**src/rtl/mem_access_ctrl.sv**
```systemverilog
// Load/store sequencer for the 256-byte RAM: handshake with the LSU, drives the
// RAM enable/w_r/access_mode/MOC protocol, checks alignment and formats loads.
module mem_access_ctrl #(
    parameter int READ_WAIT = 2,
    parameter int TIMEOUT   = 15
) (
    input  logic        clk,
    input  logic        rst_n,
    input  logic        req,
    input  logic        wr,
    input  logic [1:0]  mode,
    input  logic        sign_ext,
    input  logic [7:0]  addr,
    input  logic [31:0] wdata,
    output logic        ready,
    output logic        done,
    output logic        fault,
    output logic [31:0] rdata,
    output logic [31:0] ram_data,
    output logic [7:0]  ram_addr,
    output logic        ram_w_r,
    output logic        ram_enable,
    output logic [1:0]  ram_mode,
    input  logic        ram_moc,
    input  logic [31:0] ram_mem
);

    typedef enum logic [2:0] {
        S_IDLE, S_SETUP, S_STROBE, S_WAIT, S_DONE, S_ERR
    } state_t;

    localparam logic [3:0] RD_LAST = 4'(READ_WAIT - 1);
    localparam logic [3:0] TO_LAST = 4'(TIMEOUT - 1);

    state_t      r_state;
    state_t      w_next;
    logic [3:0]  r_cnt;
    logic [31:0] r_rdata;
    logic [31:0] r_ram_data;
    logic [7:0]  r_ram_addr;
    logic [1:0]  r_ram_mode;
    logic        r_ram_w_r;
    logic        r_sx;
    logic        w_bad;
    logic        w_accept;
    logic [31:0] w_fmt;

    assign w_bad = (mode == 2'b11) ||
                   (mode == 2'b01 && addr[0]) ||
                   (mode == 2'b10 && addr[1:0] != 2'b00);
    assign w_accept = (r_state == S_IDLE) && req && !w_bad;

    always_comb begin
        case (r_ram_mode)
            2'b00:   w_fmt = r_sx ? {{24{ram_mem[7]}}, ram_mem[7:0]}
                                  : {24'h0, ram_mem[7:0]};
            2'b01:   w_fmt = r_sx ? {{16{ram_mem[15]}}, ram_mem[15:0]}
                                  : {16'h0, ram_mem[15:0]};
            default: w_fmt = ram_mem;
        endcase
    end

    // RAM pin registers only load on a legal request, so rejected requests
    // never produce a w_r edge at the RAM.
    always_ff @(posedge clk or negedge rst_n) begin
        if (!rst_n) begin
            r_state    <= S_IDLE;
            r_cnt      <= 4'd0;
            r_rdata    <= 32'd0;
            r_ram_data <= 32'd0;
            r_ram_addr <= 8'd0;
            r_ram_mode <= 2'd0;
            r_ram_w_r  <= 1'b1;
            r_sx       <= 1'b0;
        end else begin
            r_state <= w_next;
            if (w_accept) begin
                r_ram_data <= wdata;
                r_ram_addr <= addr;
                r_ram_mode <= mode;
                r_ram_w_r  <= ~wr;
                r_sx       <= sign_ext;
            end
            if (r_state == S_STROBE)
                r_cnt <= 4'd0;
            else if (r_state == S_WAIT)
                r_cnt <= r_cnt + 4'd1;
            if (r_state == S_WAIT && r_ram_w_r && r_cnt == RD_LAST)
                r_rdata <= w_fmt;
        end
    end

    always_comb begin
        w_next = r_state;
        case (r_state)
            S_IDLE:   if (req) w_next = w_bad ? S_ERR : S_SETUP;
            S_SETUP:  w_next = S_STROBE;
            S_STROBE: w_next = S_WAIT;
            S_WAIT: begin
                if (r_ram_w_r) begin
                    if (r_cnt == RD_LAST) w_next = S_DONE;
                end else if (ram_moc) begin
                    w_next = S_DONE;
                end else if (r_cnt == TO_LAST) begin
                    w_next = S_ERR;
                end
            end
            S_DONE:   w_next = S_IDLE;
            S_ERR:    w_next = S_IDLE;
            default:  w_next = S_IDLE;
        endcase
    end

    assign ready      = (r_state == S_IDLE);
    assign done       = (r_state == S_DONE) || (r_state == S_ERR);
    assign fault      = (r_state == S_ERR);
    assign ram_enable = (r_state == S_STROBE) || (r_state == S_WAIT);
    assign rdata      = r_rdata;
    assign ram_data   = r_ram_data;
    assign ram_addr   = r_ram_addr;
    assign ram_mode   = r_ram_mode;
    assign ram_w_r    = r_ram_w_r;

endmodule

```
**config.mk**
```make
export PLATFORM = sky130hd
export DESIGN_NAME = mem_access_ctrl
export DESIGN_NICKNAME = d
export VERILOG_FILES = /design/src/rtl/mem_access_ctrl.sv
export SDC_FILE = /design/constraint.sdc
export NUM_CORES = 1
export LEC_CHECK = 0
export ABC_AREA = 1
export ABC_CLOCK_PERIOD_IN_PS = 2900
export BUFFER_PORTS_ARGS = -buffer_cell sky130_fd_sc_hd__buf_2
export CORE_MARGIN = 5
export CORE_UTILIZATION = 51
export DETAILED_ROUTE_END_ITERATION = 12
export PLACE_DENSITY = 0.86
export SYNTH_ARGS = -nofsm -noshare
export SYNTH_HDL_FRONTEND = slang
export SYNTH_SLANG_ARGS = --single-unit
```
**constraint.sdc**
```tcl
create_clock -name clk -period 2.9 [get_ports clk]
set_input_delay 0.58 -clock clk [delete_from_list [all_inputs] [get_ports clk]]
set_output_delay 0.58 -clock clk [all_outputs]
set_load 0.02 [all_outputs]
```
== Word level (Yosys, flattened, before mapping) ==
Index checks and enable logic that the tools add are counted.

* Memory bits (read-only): 0
* Flip-flop bits (word level): 83
* Bits in writable memories: 0
* Latch bits: 0
* Memories: 0
* Input bits: 80

* Reductions and logical operators: 16
* Magnitude comparators: 0
* Shift operators: 0
* Bitwise operators: 1
* Equality and inequality tests: 14
* Multiplexer cells: 12
* Div/mod/pow operators: 0
* Multipliers: 0
* $add $sub $neg: 1

{| class="wikitable"
|+ Operators by type and width
! operator !! count
|-
| $mux W32 || 2
|-
| $pmux W32 S2 || 1
|-
| $mux W3 || 6
|-
| $pmux W3 S4 || 1
|-
| $mux W4 || 2
|-
| $eq A3 B2 Y1 const B || 2
|-
| $eq A3 B3 Y1 const B || 2
|-
| $logic_and A1 B1 Y1 || 6
|-
| $add A4 B1 Y4 const B || 1
|-
| $eq A2 B1 Y1 const B || 2
|-
| $eq A2 B2 Y1 const B || 2
|-
| $eq A4 B1 Y1 const B || 1
|-
| $eq A4 B4 Y1 const B || 1
|-
| $logic_or A1 B1 Y1 || 4
|-
| $ne A4 B3 Y1 const B || 1
|-
| $reduce_bool A2 Y1 || 2
|-
| $eq A3 B1 Y1 const B || 1
|-
| $logic_not A3 Y1 || 1
|-
| $ne A3 B2 Y1 const B || 1
|-
| $reduce_and A3 Y1 || 1
|-
| $logic_not A2 Y1 || 1
|-
| $ne A2 B2 Y1 const B || 1
|-
| $logic_not A1 Y1 || 1
|-
| $not A1 Y1 || 1
|}

== Longest topological paths before layout ==
* Word-level depth: 7
* Gate-level depth with buffers: 8

== Worst setup path before layout ==
No wires, ideal clock.

* Kind: register to output
* From: register r_state[1]
* To: output fault
* Setup slack: 1.489 ns
* Path buffers: 0
* Data required time: 2.320 ns
* Stages on the path, launching flop included: 4
* Data arrival time: 0.831 ns
* Path through: dfrtp_1 inv_1 nand2_1 nor2_1

* Word-level cells in the longest chain between the ends: 1

{| class="wikitable"
|+ Ends and longest elaborated chain
! item !! RTL line !! RTL
|-
| start: declaration || 35 || <nowiki>state_t r_state;</nowiki>
|-
| start signal: assignment || 76 || <nowiki>r_state <= w_next;</nowiki>
|-
| $eq A3 B3 Y1 || 116 || <nowiki>assign fault = (r_state == S_ERR);</nowiki>
|-
| end: declaration || 17 || <nowiki>output logic fault,</nowiki>
|}

No other way between the ends.

== Final worst setup path ==
* From: register r_state[0]
* To: register r_ram_data[1], in the netlist ram_data[1]

* Word-level cells in the longest chain between the ends: 3

{| class="wikitable"
|+ Ends and longest elaborated chain
! item !! RTL line !! RTL
|-
| $logic_not A3 Y1 || 51 || <nowiki>assign w_accept = (r_state == S_IDLE) && req && !w_bad;</nowiki>
|-
| $logic_and A1 B1 Y1 (2 in series) || 51 ||
|-
| end signal: assignment || 78 || <nowiki>r_ram_data <= wdata;</nowiki>
|-
| end: declaration || 39 || <nowiki>logic [31:0] r_ram_data;</nowiki>
|}

No other way between the ends.
A chain may end at the register's enable or synchronous reset.

==> results.toml <==
[outcome]
status = "finished, final reports clean"

[setup_path]
worstPathRequired_ns = 3.14
r2r-end = "ram_data[1]$_DFFE_PN0P_"
end_kind = "flop"
critPathMaxFanout = 88
startpoint_type = "flop"
worstSetupPathType = "flop to flop"
r2r_slack_ns = 0.97
worstPathArrival_ns = 2.17
r2r-start = "r_state[0]$_DFFE_PN0P_"
r2r_cells = 5

[cts]
cts_tree = "yes"
clk_pin_slew_worst_paths_ns = 0.08
clkLatencyLatePin_ns = 0.34
htreeDepth = 3
cts_root_buffer = "clkbuf_8"
postCtsResizedCells = 0
cts-buffers-inserted = 9
cts_sinks = 83
ctsHoldBuffers = 0
cts_setup_buffers = 0
clock_path_buffers = 2

[timing]
max_freq_mhz = 517
min_period_ns = 1.93
max_slew.worst_pin.slew_ns = 1.01
rsz0062_at_grt = "false"
slew_violations = 0
setup_viol = 0
tns_ns = 0
hold_viol = 0
setup_slack_ns = 0.967
maxSlewHeadroom = 0.328
fin_worst_skew_ns = 0.00631
min_period_over_period = 0.667

[placed_design]
port_buffers = 158
dp.cells = 677
dp_hpwl_um = 6590
globalplace.congestion = 0.837
postPlaceCellArea_um2 = 4470
place_ws_ns = 0.715

[final_layout]
postLayoutCellArea_um2 = 4660
multi_input_area_um2 = 1250
num-nets-final = 672
stdcell_count = 693
area.growth.synth_to_final_pct = 26.8
nFillCells = 647
drive_above_1_share = 0.316
n_antenna_cell = 0
fin_util = 0.653
final-seq-area_um2 = 2080

[synth]
synthMuxAreaShare = 0
netlist_area_um2 = 3680
synth_edf_count = 0
ys_warn_count = 0
synth_top_family_by_area = "simple AND/OR/NAND/NOR gates"
synth_ff_type = "dfrtp_1"
synthSimpleGateAreaFrac = 0.244
synthDistinctLibCells = 24
synthTopCellsByArea = "dfrtp_1 (56%), nand2_1 (18%), inv_1 (5.2%)"
synth_xor_area_frac = 0.00238
netlist.area_leader.share = 0.558
synth_compound_area_frac = 0.0844
synth_area_leader_cell = "dfrtp_1"
syn_avg_cell_area_um2 = 8.36
synthAdderAreaFrac = 0.0102
synth_seq_cells = 83
syn-num-nets = 523
netlist_instances = 440
yosysSeqAreaShare = 0.565
synth-async-reset-ratio = 1.00

[floorplanning]
die_w_um = 94.9
dieArea_um2 = 9010
initial_core_util = 0.515
fp.dieH_um = 94.9
io_pins = 159
fp-row-count = 31
core_um2 = 7140

[routing]
drt_iter0_drc = 120
drc = 0
drt_wl_total_um = 9040
vias_per_cell = 4.80
wl_per_cell_um = 13.0
vias = 3327
dr.pass1.iters = 4
postRouteAntennaNets = 0

[global_routing]
grt_pass1_vias = 3282
overflow = 0
grt_util_all_layers = 0.204
grt_max_degree = 89
antenna_found_initial = 0
grt_pass1_wl_um = 14500

[power_and_ir_drop]
power_density_nw_per_um2 = 1110
power.leakage_uw = 0.00274
ir_drop_uv = 504

[job]
cap_violations = 0

[hold_path]
worstHoldPathType = "primary input to async pin"
[worst max-delay path by stage]
stage | from | endpoint | slack [ns] | cells past startpoint
2_1_floorplan | r_state[1]$_DFFE_PN0P_ | fault | 1.49 | 3
3_3_place_gp | addr[1] | ram_addr[7]$_DFFE_PN0P_ | 0.84 | 6
3_5_place_dp | addr[1] | ram_addr[2]$_DFFE_PN0P_ | 0.72 | 6
4_1_cts | r_state[0]$_DFFE_PN0P_ | ram_data[1]$_DFFE_PN0P_ | 0.94 | 5
5_1_grt | r_state[0]$_DFFE_PN0P_ | ram_w_r$_DFFE_PN1P_ | 0.71 | 5
6_report | r_state[0]$_DFFE_PN0P_ | ram_data[1]$_DFFE_PN0P_ | 0.97 | 5
[layout by cell type (no fill, tap or decap), drive strengths merged]
| cell | count |
|---|---|
| o21ai | 53 |
| inv | 53 |
| nand4 | 3 |
| nor2 | 11 |
| a21oi | 3 |
| xor2 | 1 |
| nand3 | 25 |
| bufinv | 1 |
| nand2 | 180 |
| o22ai | 1 |
| o2111ai | 1 |
| clkbuf | 12 |
| clkinv | 2 |
| dfrtp | 82 |
| clkinvlp | 2 |
| ha | 3 |
| buf | 160 |
| dfstp | 1 |
[cells by family after synthesis]
kind of cell | Yosys count
XOR/XNOR | 1
AO/OA/AOI/OAI | 58
buffers and inverters | 76
AND/OR/NAND/NOR | 219
flip-flops | 83
adder cells (fa/ha/maj) | 3
[cell type report]
class | count | share of cell area
Sequential cell | 83 | 0.446
Multi-Input combinational cell | 281 | 0.269
Timing Repair Buffer | 160 | 0.173
Inverter | 54 | 0.0437
Clock buffer | 12 | 0.0311
Tap cell | 99 | 0.0266
Clock inverter | 4 | 0.0107
[where the power goes]
group / internal (uW) / switching, uW
combinational: 777 / 1520
sequential: 1700 / 343
clock: 421 / 399
[critical path: stages (launching register included)]
cell	delay (ns)
dfrtp_1	0.41
inv_1	0.14
nand3_2	0.11
inv_2	0.11
nand3_4	0.62
o21ai_0	0.43
[state kept, by name (all words and copies together), names as in the netlist]
signal    cells
ram_data     32
rdata        32
ram_addr      8
r_cnt         4
r_state       3
ram_mode      2
r_sx          1
ram_w_r       1
[layer usage]
layer,GRT usage,part of all wire
met1,0.249,0.42
met2,0.344,0.47
met3,0.0717,0.097
met4,0.0541,0.0086
met5,0,0
[cells in the mapped netlist, drive strengths merged, types with 3 or more instances]
cell    count
inv        53
buf        18
dfrtp      82
nand3      25
clkbuf      4
a21oi       3
nand4       3
nand2     180
o21ai      53
ha          3
nor2       11
[stage by stage]
step / hold slack (ns) / total power, uW
6_report: 0.395 / 5160
4_1_cts: 0.375 / 5210
5_1_grt: 0.411 / 5560
2_1_floorplan: 0.284 / 3550
3_3_place_gp: 0.458 / 4290
3_5_place_dp: 0.461 / 4380
Power figures use the tool's default switching activity.
